$ cat config.mk
export PLATFORM = sky130hd
export DESIGN_NAME = image_downsample
export DESIGN_NICKNAME = d
export VERILOG_FILES = /design/src/rtl/image_downsample.sv
export SDC_FILE = /design/constraint.sdc
export NUM_CORES = 1
export LEC_CHECK = 0
export BUFFER_PORTS_ARGS = -buffer_cell sky130_fd_sc_hd__buf_2
export CAP_MARGIN = 20
export CORE_UTILIZATION = 60
export CTS_CLUSTER_SIZE = 30
export DETAILED_ROUTE_END_ITERATION = 10
export GPL_ROUTABILITY_DRIVEN = 0
export PLACE_DENSITY = 0.86
export SLEW_MARGIN = 10
export SYNTH_ARGS = -nofsm -noshare
export SYNTH_HDL_FRONTEND = slang
export SYNTH_SLANG_ARGS = --single-unit
export TNS_END_PERCENT = 50
$ cat constraint.sdc
create_clock -name clk -period 6.23 [get_ports clk]
set_input_delay 0.9345 -clock clk [delete_from_list [all_inputs] [get_ports clk]]
set_output_delay 0.9345 -clock clk [all_outputs]
set_load 0.005 [all_outputs]
$ cat src/rtl/image_downsample.sv
// Crops a square ROI from a raster camera stream and box-averages each BLKxBLK tile into a 28x28 image memory.
// Define INVERT_EN to write 8'hFF-avg (white-on-black output) instead of the plain average.
module image_downsample #(
    parameter int IMG_W    = 640,
    parameter int IMG_H    = 480,
    parameter int ROI_X    = 208,
    parameter int ROI_Y    = 128,
    parameter int BLK_LOG2 = 3
) (
    input  logic       clk,
    input  logic       rst,
    input  logic       capture,
    input  logic       pix_vld,
    input  logic       pix_sof,
    input  logic [7:0] pix_data,
    output logic       we,
    output logic [9:0] waddr,
    output logic [7:0] wdata,
    output logic       busy,
    output logic       done
);

    localparam int BLK   = 1 << BLK_LOG2;
    localparam int ROI_W = 28 * BLK;
    localparam int XW    = $clog2(IMG_W + 1);
    localparam int YW    = $clog2(IMG_H + 1);
    localparam int AW    = 8 + 2 * BLK_LOG2;
    localparam int NPIX  = 784;

    localparam logic [XW-1:0] X_LAST = XW'(IMG_W - 1);
    localparam logic [XW-1:0] X_LO   = XW'(ROI_X);
    localparam logic [XW-1:0] X_HI   = XW'(ROI_X + ROI_W);
    localparam logic [YW-1:0] Y_LO   = YW'(ROI_Y);
    localparam logic [YW-1:0] Y_HI   = YW'(ROI_Y + ROI_W);
    localparam logic [BLK_LOG2-1:0] L_LAST = '1;

    localparam logic [1:0] S_IDLE    = 2'd0;
    localparam logic [1:0] S_ARMED   = 2'd1;
    localparam logic [1:0] S_CAPTURE = 2'd2;
    localparam logic [1:0] S_DONE    = 2'd3;

    logic [1:0]    state;
    logic [XW-1:0] x;
    logic [YW-1:0] y;
    logic [AW-1:0] acc [28];
    logic [9:0]    wcnt;
    logic          fin;

    logic          take;
    logic          in_roi;
    logic          first;
    logic          last;
    logic          emit;
    logic [XW-1:0] cx;
    logic [XW-1:0] dx;
    logic [XW-1:0] nx;
    logic [YW-1:0] cy;
    logic [YW-1:0] dy;
    logic [YW-1:0] ny;
    logic [4:0]    col;
    logic [4:0]    row;
    logic [AW-1:0] sum;
    logic [7:0]    avg;
    logic [7:0]    wval;
    logic [9:0]    wbase;

    assign busy = (state == S_ARMED) || (state == S_CAPTURE);

    // NOTE: every always_comb output gets a value on every path so no latch is inferred.
    always_comb begin
        // A sof pixel is position (0,0) regardless of the counters: it starts or restarts the frame.
        // Once the final write is in flight (fin), further pixels of this frame are ignored.
        take   = pix_vld && (((state == S_ARMED) && pix_sof) || ((state == S_CAPTURE) && !fin));
        cx     = pix_sof ? '0 : x;
        cy     = pix_sof ? '0 : y;
        dx     = cx - X_LO;
        dy     = cy - Y_LO;
        in_roi = (cx >= X_LO) && (cx < X_HI) && (cy >= Y_LO) && (cy < Y_HI);
        col    = 5'(dx >> BLK_LOG2);
        row    = 5'(dy >> BLK_LOG2);
        first  = (dx[BLK_LOG2-1:0] == '0) && (dy[BLK_LOG2-1:0] == '0);
        last   = (dx[BLK_LOG2-1:0] == L_LAST) && (dy[BLK_LOG2-1:0] == L_LAST);
        sum    = (first ? '0 : acc[col]) + AW'(pix_data);
        avg    = sum[AW-1 -: 8];
        emit   = take && in_roi && last;
        wbase  = pix_sof ? '0 : wcnt;
        nx     = (cx == X_LAST) ? '0 : cx + XW'(1);
        ny     = (cx == X_LAST) ? cy + YW'(1) : cy;
`ifdef INVERT_EN
        wval   = 8'hFF - avg;
`else
        wval   = avg;
`endif
    end

    // NOTE: sequential state uses non-blocking assignments so every register sees pre-edge values.
    always_ff @(posedge clk) begin
        if (rst) begin
            state <= S_IDLE;
            x     <= '0;
            y     <= '0;
            wcnt  <= '0;
            fin   <= 1'b0;
            we    <= 1'b0;
            waddr <= '0;
            wdata <= '0;
            done  <= 1'b0;
            // NOTE: the 28 column accumulators are plain flops, small enough to clear on reset.
            for (int i = 0; i < 28; i++) acc[i] <= '0;
        end else begin
            we   <= emit;
            fin  <= emit && (wbase == 10'(NPIX - 1));
            done <= 1'b0;
            if (emit) begin
                waddr <= 10'(row) * 10'd28 + 10'(col);
                wdata <= wval;
            end
            if (take) begin
                x    <= nx;
                y    <= ny;
                wcnt <= wbase + (emit ? 10'd1 : 10'd0);
                if (in_roi) acc[col] <= sum;
            end
            case (state)
                S_IDLE:    if (capture) state <= S_ARMED;
                S_ARMED:   if (pix_vld && pix_sof) state <= S_CAPTURE;
                S_CAPTURE: if (fin) begin
                    state <= S_DONE;
                    done  <= 1'b1;
                end
                S_DONE:    state <= S_IDLE;
                default:   state <= S_IDLE;
            endcase
        end
    end

endmodule

# --- Word level (Yosys, flattened, before mapping) ---
# Memories as Yosys holds them, arrays and structs flattened.
# Index checks and enable logic that the tools add are counted.
classes:
  n_addsub: 7
  n_mul: 1
  div_mod_pow: 0
  n_lt_le_gt_ge: 4
  eq_ne: 10
  shifts: 0
  muxes: 21
  bitwise_logic: 1
  n_reduce_logical: 21
ops:
  columns: ["op", "n"]
  rows:
  - ["2-to-1 mux 10 bit", 3]
  - ["2-to-1 mux 14 bit", 2]
  - ["== test 10 bit (second input constant)", 2]
  - ["2-to-1 mux 9 bit", 2]
  - ["subtractor 8 bit (second input constant)", 2]
  - ["adder 14 x 8 -> 14 bit", 1]
  - ["OR reduction 14 bit", 1]
  - ["logical AND 1 bit", 12]
  - ["adder 10 x 1 -> 10 bit", 1]
  - ["adder 10 x 1 -> 10 bit (second input constant)", 1]
  - ["adder 10 x 5 -> 10 bit", 1]
  - [">= comparator 10 x 8 -> 1 bit (second input constant)", 1]
  - ["< comparator 10 x 9 -> 1 bit (second input constant)", 1]
  - ["adder 9 x 1 -> 9 bit (second input constant)", 1]
  - [">= comparator 9 x 8 -> 1 bit (second input constant)", 1]
  - ["< comparator 9 bit (second input constant)", 1]
  - ["2-to-1 mux 1 bit", 9]
  - ["multiplier 5 x 3 -> 8 bit (second input constant)", 1]
  - ["case mux 2 bit (4 select lines)", 1]
  - ["== test 3 bit (second input constant)", 2]
  - ["logical NOT 3 bit", 2]
  - ["2-to-1 mux 2 bit", 3]
  - ["2-to-1 mux 5 bit", 1]
  - ["== test 2 bit (second input constant)", 2]
  - ["9 further kinds", 11]
word_totals:
  register_bits: 52
  latchBits: 0
  ramBits: 392
  rom_bits: 0
  in_bits: 13
  out_inout_bits: 21
  elab_cells: 75
  n_memories: 1
mem_list:
  columns: ["memory", "depth", "width", "read_ports", "rd_clocked_by_memory_dff", "write_ports", "line_no", "text"]
  rows:
  - ["acc", 28, 14, 1, 0, 28, "45", "logic [AW-1:0] acc [28];"]

# --- Depth between registers and ports, before layout ---
# Gate-level depths: netlist of the first run.
depth:
  depth_word: 11
  depth_mapped: 25
  ltp_nobuf: 21

# --- Worst setup path after synthesis of the first run ---
# Ideal clock, no wire load.
synth_timing:
  path_kind: "input to register"
  startpoint: "in pix_sof"
  endpoint: "mem acc[28][10] (netlist bit), data pin"
  setup_time_ns: 0.276
  t_arrival_ns: 5.266
  required_ns: 5.954
  path_slack_ns: 0.688
  stages: 25
  n_path_buf: 5
  path_cell_list: "buf_2 clkinv_1 clkbuf_1 clkbuf_1 nand2_1 ha_1 clkbuf_1 o221ai_1 a21oi_1 o21ai_0 nand4_1 nor2_1 nor4_1 ha_1 inv_1 fa_1 inv_1 a21oi_1 o21bai_1 a31oi_1 a21oi_1 nor3b_1 xor2_1 clkbuf_1 inv_1"
synth_lines:
  columns: ["element", "line_no", "text"]
  rows:
  - ["from (decl)", "14", "input logic pix_sof,"]
  - ["to (decl)", "45", null]

==> results list, run 1 <==
* First-pass iteration count of the detailed router: 6
- For the pin with the worst max-slew slack, the measured transition is 1.26 ns.
- CTS tree: built
* Internal Power: 5.52 mW
- The floorplan step set the die width to 197 µm.
- Timing would allow up to 169 MHz.
- The detailed router finished its first iteration with 3263 violations.
- The final number of hold-violating endpoints was 0.
- Fraction of post-synthesis cell area in the top cell type by area: 59.1%
- Die Span Y: 197 µm
* Initial core utilization: 61.6%
* Post-synthesis sequential element count: 500
- Row generation in the floorplan step produced 70 rows.
* Series of cell instances along the critical path: buf_2 > nand2b_1 > inv_2 > ha_1 > clkinv_1 > o21a_1 > o221ai_1 > a21oi_1 > a211oi_1 > nor4_1 > ha_1 > inv_1 > fa_1 > inv_1 > a21oi_1 > o21bai_1 > a31oi_1 > a21oi_1 > nor3b_1 > xor2_2 > buf_4 > inv_1
- Sum of routed wire length over all layers: 66.8 mm
* Yosys Warn Count: 0
- Cell with the most instances after synthesis: sky130_fd_sc_hd__edfxtp_1
- Post-route DRC: 0
* Proportion of layout cells with a drive suffix above 1: 11.8%
- The number of nets in the synthesized netlist is 2056.
- Initial antenna violation count: 1
- Period utilization: 94.8%
* Clk_lat worst skew: 0.61 ns
- Via count: 17600
- Type of the most critical hold path: reg2reg
- IR analysis of the VDD net gives a maximum drop of 0.281 mV.
- Crit. path cell count: 22
* Core area: 37000 µm²
- Setup violations remaining at the end of the flow were counted as 0.
* Count of hold buffers inserted by post-cts repair: 0
* Post-synthesis instance total: 2001
- Count of unique library cells instantiated by Yosys: 73
- Counting instances in the post-synthesis netlist gives the leading cell types as 448 x sky130_fd_sc_hd__edfxtp_1, 406 x sky130_fd_sc_hd__nor2_1, 152 x sky130_fd_sc_hd__o22ai_1, 138 x sky130_fd_sc_hd__nand2_1, 128 x sky130_fd_sc_hd__clkbuf_1.
- Final Skew: 0.0242 ns
- After the last flow step, the layout net total stands at 2031.
- Net switching is 23.9% of the power.
* Cells taking the most area after synthesis: sky130_fd_sc_hd__edfxtp_1 59%, sky130_fd_sc_hd__nor2_1 6.7%, sky130_fd_sc_hd__dfxtp_1 4.6%
* Flop pwr share: 53.0%
- Detailed placer's ending HPWL: 42.6 mm
* Endpoint type of the worst setup path: flip-flop
- The largest total area in the synthesized netlist belongs to sky130_fd_sc_hd__edfxtp_1.
- Combinational share of power: 7.1%
* Clock share of power: 39.9%
* Power consumption: 7.25 mW
- STA classifies the critical path startpoint as a primary input.
- In this run, synthesis inferred 448 flip-flops with an integrated enable.
- The number of global-route vias before repair came to 16800.
* Worst hold path endpoint: y[1]$_SDFFE_PP0P_
- The clock passes through at most 3 buffers.
- Once detail routing completed, the nets flagged for antenna violations numbered 0.
- The number of placed instances, taps included, is 2427.
- At the placement stage, the worst setup path has a slack of 0.0831 ns.
- P_sw: 1.73 mW
- Routed length per placed instance: 26.5 µm
- The worst register-to-register path has a setup slack of 0.39 ns.
- The tree is rooted in a sky130_fd_sc_hd__clkbuf_16.
- Number of cells in the finished layout apart from fillers: 2518
* Crit path buf inv count: 7
- Final Max Tran Viols: 0
* Crit Path Max Fanout: 22
- CP peak stage delay: 0.56 ns
- The worst register-to-register path ends at acc[28][10]$_DFFE_PP_.
- Area grow syn2layout: 9.61%
- Clock-pin slew was measured on the worst setup and hold paths at 0.06 ns.
- Global routing used 34.8% of the available tracks across all layers.
* Result of the run: complete, no violations
- Smallest setup slack after layout: 0.325 ns
* CP Data Arrival Time: 6.23 ns
- Cell family contributing the most delay on the critical path: compound AO/OA/AOI/OAI gates
* Synthesized area divided by synthesized cell count: 11.4 µm²
* Cell with the largest stage delay on the worst path: sky130_fd_sc_hd__nor4_1
- Setup TNS after final layout: 0 ns
* Cell area after synthesis: 22800 µm²
- The worst pin sits at a relative slew slack of 15.8%.
* Startpoint of the most critical hold path: y[1]$_SDFFE_PP0P_
- Async set-or-reset flop fraction in the synthesized netlist: 0%
- Overflow left after global routing: 0
* Prevailing post-synth register cell: sky130_fd_sc_hd__edfxtp_1
* Final core utilization: 67.5%
* Port bufs: 33
- The H-tree was split into 2 levels.
- Total leakage power: 8.49 nW
- Buffers inserted during clock tree synthesis total 49.
- Max_cap viols: 0
- Number of cell instances on the worst register-to-register path: 21
* Type of the worst setup path: in2reg
- Along the worst hold path, the cell count comes to 2.
* Die area: 38700 µm²
- CTS sink count: 500
- The worst register-to-register path begins at x[4]$_SDFFE_PP0P_.
- Pin count of the biggest net entering global routing: 43
- 34 I/O pins were placed.
* Unrepaired setup endpoints after global routing: no
* Time the final worst path needs with I/O delays and setup: 5.91 ns
* Power per unit of standard cell area: 291 nW/µm²
- Data required time at the worst endpoint: 6.56 ns
* Global-route wire length before repair: 100 mm
* Vias per Instance: 6.99
* Register area share after synthesis: 63.7%
==> layout make-up <==
type / instances / area (µm²)
Inverter: 42 / 158
Sequential cell: 500 / 14500
Antenna cell: 1 / 2.50
Timing Repair Buffer: 99 / 674
Clock inverter: 28 / 234
Tap cell: 504 / 631
Multi-Input combinational cell: 1284 / 7450
Clock buffer: 60 / 1290
Fill cell: 2592 / 12000
==> how the worst max path moves through the flow <==
stage | to | from | slack (ns)
after global routing | acc[28][10]$_DFFE_PP_ | pix_sof | 0.17
after global placement | acc[29][10]$_DFFE_PP_ | pix_sof | 0.37
after CTS | acc[28][10]$_DFFE_PP_ | x[4]$_SDFFE_PP0P_ | 0.49
final | acc[28][10]$_DFFE_PP_ | pix_sof | 0.32
after detailed placement | acc[28][10]$_DFFE_PP_ | pix_sof | 0.08
after floorplan | acc[28][10]$_DFFE_PP_ | pix_sof | 0.69
==> per-stage QoR <==
stage                     hold WS, ns  cell area, µm²
after floorplan                 0.423           22800
after global placement          0.443           23400
after detailed placement        0.452           23400
after CTS                       0.463           24900
after global routing            0.498           24900
final                           0.474           24900
==> worst min-delay path, stage by stage (launching register included) <==
cell	delay, ns
sky130_fd_sc_hd__dfxtp_1	0.31
sky130_fd_sc_hd__nand3_1	0.06
sky130_fd_sc_hd__a21oi_1	0.06
==> registers in the layout, indices dropped and copies added, names as in the netlist <==
signal  flops
acc       448
done        1
fin         1
state       2
waddr      10
wcnt       10
wdata       8
we          1
x          10
y           9
==> metal layers <==
layer  share of wire, %  track usage [%]  wire [µm]  up-vias
met5              0.040                0         27        -
met4                6.6             20.5       4420        2
met3                 15             9.10      10300      324
met2                 45             53.1      30000     1683
met1                 33             45.1      22100     8308
li1                   -                -          -     7277
==> power by group through the flow <==
stage	Combinational [mW]	Sequential, mW	Clock [mW]
after global placement	0.465	3.90	0
after detailed placement	0.487	3.91	0
after CTS	0.490	3.84	2.87
after floorplan	0.311	3.89	0
after global routing	0.534	3.85	2.99
final	0.511	3.84	2.89
==> cells in the final DEF (no fill, tap or decap), drive strengths merged, types with 20 or more instances in the layout <==
| cell type | netlist | routed |
|---|---|---|
| a21oi | 104 | 104 |
| buf | 47 | 98 |
| clkbuf | 128 | 61 |
| clkinv | 2 | 22 |
| dfxtp | 52 | 52 |
| edfxtp | 448 | 448 |
| ha | 35 | 35 |
| inv | 40 | 41 |
| mux2i | 35 | 35 |
| nand2 | 138 | 138 |
| nand3 | 24 | 24 |
| nor2 | 406 | 406 |
| o21ai | 108 | 108 |
| o221ai | 20 | 20 |
| o22ai | 152 | 152 |
==> cells by family (layout without fill, tap and decap cells) <==
logic type,after synthesis,count (layout),share of synthesized area (%)
simple gates,688,688,13.0
flops,500,500,63.7
compound gates,484,484,13.8
buf+inv,217,229,3.98
fa+ha+maj,42,42,2.54
mux,42,42,1.89
xor+xnor,28,28,1.08
other cells,0,1,0
==> repair_timing <==
| action | CTS | global route |
|---|---|---|
| setup buffers | 0 | 0 |
| endpoints found under the setup margin | 0 | 4 |
| resized for setup | 0 | 1 |
Power figures use the tool's default switching activity.
==> inputs of run 2 (changes only) <==
- CORE_UTILIZATION: 60 -> 40
- PLACE_DENSITY: 0.86 -> 0.65
==> run 2 against run 1 <==
  * Clock skew up 0.017 ns
  * Largest power group unchanged
  * Highest routed layer is now met4
  * Flip-flop and latch count unchanged
  * Worst setup slack better by 0.37 ns
  * Critical path type is now reg2reg
  * Critical path depth down 4
==> results list, run 2 (synthesized netlist as in run 1, its figures left out) <==
- CP Data Arrival Time: 5.88 ns
* Element type at the critical path start: flip-flop
- Width of the die: 240 µm
- The endpoint identified for the worst register-to-register timing path is acc[7][11]$_SDFFCE_PN0P_.
* Die Span Y: 240 µm
- Entering global routing, the biggest net connects 43 pins.
- Proportion of layout cells with a drive suffix above 1: 12.3%
* Post-route DRC: 0
* Remaining antenna violation count: 0
- The area growth from synthesis to layout is 11.7%.
- After clock tree synthesis, the flow added hold-fix buffers numbering 0.
- The register with the most flip-flops in the final layout is acc.
- Number of global-route vias before repair: 16000
* Number of flip-flops in the largest register: 448
- Port bufs: 33
- Smallest setup slack after layout: 0.691 ns
- After clock tree synthesis, the setup repair step added 0 buffers.
- Die area: 57800 µm²
- Setup TNS after final layout: 0 ns
* CTS tree: built
- Setup repair after global routing left no endpoint under its margin.
- The HPWL after detailed placement is 43.4 mm.
- On the final layout, the worst clock skew is 0.0410 ns.
- The final layout contains 2035 nets.
- After floorplanning, the core was sized to cover 56300 µm².
* Data required time at the worst endpoint: 6.57 ns
* Routed length per placed instance: 24.7 µm
- The tree is rooted in a sky130_fd_sc_hd__clkbuf_16.
- Crit Path Max Fanout: 34
- Setup violators final: 0
- Commonest cells after routing, fill and taps aside: 448 x sky130_fd_sc_hd__edfxtp_1, 406 x sky130_fd_sc_hd__nor2_1, 152 x sky130_fd_sc_hd__o22ai_1
- Buffers inserted during clock tree synthesis total 50.
- Relative max-transition margin: 29.4%
- Prior to clock tree synthesis, the placed netlist has a worst setup slack of 0.466 ns.
- Summed over all cells, the static leakage comes to 8.57 nW.
- In this run the most critical hold path is launched from wcnt[9]$_SDFFE_PP0P_.
- DRC violation total after the first TritonRoute iteration: 2211
* Highest ir drop seen on vdd: 0.220 mV
- Max_cap viols: 0
* Initial core utilization: 40.4%
* Overflow left after global routing: 0
- Using the TritonRoute via totals, the vias-per-cell ratio works out to 6.04.
* Number of H-tree levels: 2
- After clock tree synthesis, the clock-pin slew on the worst setup and hold paths is 0.06 ns.
* Slack of the worst reg-to-reg path: 0.69 ns
- The routed design could run at a clock period as short as 5.54 ns.
- The first global-routing pass estimated 102 mm of wire.
- Before antenna repair, the detailed router went through 5 iterations.
- Once layout is done, the placed cells without fillers occupy 25400 µm².
* Period utilization: 88.9%
- Worst hold path endpoint: wcnt[9]$_SDFFE_PP0P_
- Along the worst hold path, the cell count comes to 1.
* Global-route usage over all layers: 23.8%
* Final Max Tran Viols: 0
- # resized after CTS: 0
- Type of the worst setup path: reg2reg
- CTS sink count: 500
* Most common cell after layout, fill and taps aside: sky130_fd_sc_hd__edfxtp_1
* Endpoint type of the worst setup path: flip-flop
* Pin slew with the least headroom to its limit: 1.03 ns
* Sum of routed wire length over all layers: 68.6 mm
- Worst-case clock buffer depth: 3
- Power per unit of standard cell area: 288 nW/µm²
- The flow ran to the end, and the final reports show no timing, DRC or antenna violations.
- The final number of hold-violating endpoints came to 0.
* Initial antenna violation count: 1
* Clk_lat worst skew: 0.63 ns
- Derived from the worst setup path, the maximum achievable clock frequency is 181 MHz.
- In this run the core area contains 87 standard-cell rows.
- Detailed routing inserted a total of 16800 vias.
* Number of cell instances on the worst register-to-register path: 18
* Worst reg2reg startpoint: x[3]$_SDFFE_PP0P_
* Type of the most critical hold path: reg2reg
* Placement Cell Area: 23800 µm²
- Boundary pin count: 34
[run 2: cell count changes in the layout (fill, tap and decap cells not counted), moves of 2 or more]
| cell | previous run | this run |
|---|---|---|
| sky130_fd_sc_hd__buf_4 | 63 | 65 |
| sky130_fd_sc_hd__clkinvlp_2 | 2 | 0 |
| sky130_fd_sc_hd__a2111oi_0 | 3 | 5 |
| sky130_fd_sc_hd__clkbuf_1 | 10 | 8 |
| sky130_fd_sc_hd__xor2_4 | 0 | 4 |
| sky130_fd_sc_hd__xor2_2 | 8 | 4 |
| sky130_fd_sc_hd__clkinv_2 | 9 | 15 |
| sky130_fd_sc_hd__a2111oi_1 | 2 | 0 |
| sky130_fd_sc_hd__buf_12 | 1 | 4 |
[run 2: worst max path at each step]
stage | start | end | slack (ns) | cells past startpoint
CTS | x[3]$_SDFFE_PP0P_ | acc[7][10]$_SDFFCE_PN0P_ | 0.78 | 16
finish | x[3]$_SDFFE_PP0P_ | acc[7][11]$_SDFFCE_PN0P_ | 0.69 | 18
detailed placement | pix_sof | acc[16][11]$_SDFFCE_PN0P_ | 0.47 | 21
floorplan | pix_sof | acc[28][10]$_DFFE_PP_ | 0.69 | 25
global route | x[3]$_SDFFE_PP0P_ | acc[12][10]$_SDFFCE_PN0P_ | 0.46 | 16
global placement | pix_sof | acc[12][11]$_SDFFCE_PN0P_ | 0.50 | 21
[run 2: area by class of cell]
| class | count | area (µm²) |
|---|---|---|
| repair buffers | 102 | 733 |
| well taps | 756 | 946 |
| inverters | 42 | 158 |
| clock buffers | 58 | 1280 |
| flip-flops and latches | 500 | 14500 |
| clock inverters | 35 | 293 |
| fillers | 5119 | 30900 |
| diodes | 1 | 2.50 |
| multi-input cells | 1284 | 7500 |
[run 2: metal layers]
| metal | track usage (%) | part of all wire [%] | vias up |
|---|---|---|---|
| li1 | - | - | 7301 |
| met1 | 32.8 | 41 | 8330 |
| met2 | 36.5 | 45 | 974 |
| met3 | 4.29 | 9.5 | 176 |
| met4 | 10.7 | 4.3 | 0 |
| met5 | 0 | 0 | - |
[run 2: through the flow]
stage          power [mW]  std cells  hold slack, ns  util [%]
2_1_floorplan        4.20       2001           0.423         -
3_3_place_gp         4.40       2684           0.436      42.4
3_5_place_dp         4.42       2684           0.443      42.4
4_1_cts              7.33       2777           0.454      45.1
5_1_grt              7.50       2777           0.480      45.1
6_report             7.31       2778           0.453      45.2
[run 2: critical path: stages (launching register included)]
cell	delay [ns]
sky130_fd_sc_hd__dfxtp_2	0.88
sky130_fd_sc_hd__o21ba_4	0.54
sky130_fd_sc_hd__buf_4	0.26
sky130_fd_sc_hd__o22ai_1	0.10
sky130_fd_sc_hd__o21ai_0	0.40
sky130_fd_sc_hd__nand3_1	0.24
sky130_fd_sc_hd__or3_1	0.48
sky130_fd_sc_hd__inv_1	0.09
sky130_fd_sc_hd__ha_1	0.13
sky130_fd_sc_hd__a21o_1	0.16
sky130_fd_sc_hd__a21oi_1	0.15
sky130_fd_sc_hd__o21a_1	0.21
sky130_fd_sc_hd__o21ai_0	0.23
sky130_fd_sc_hd__nand2b_1	0.13
sky130_fd_sc_hd__nor4_1	0.29
sky130_fd_sc_hd__buf_4	0.19
sky130_fd_sc_hd__xor2_4	0.43
sky130_fd_sc_hd__buf_12	0.25
sky130_fd_sc_hd__nor2_1	0.07
[run 2: report_power, final]
group | leakage (nW) | switching (mW) | internal, mW
sequential | 4.64 | 0.0480 | 3.79
clock | 0.775 | 1.35 | 1.62
combinational | 3.16 | 0.390 | 0.125
total | 8.57 | 1.78 | 5.53
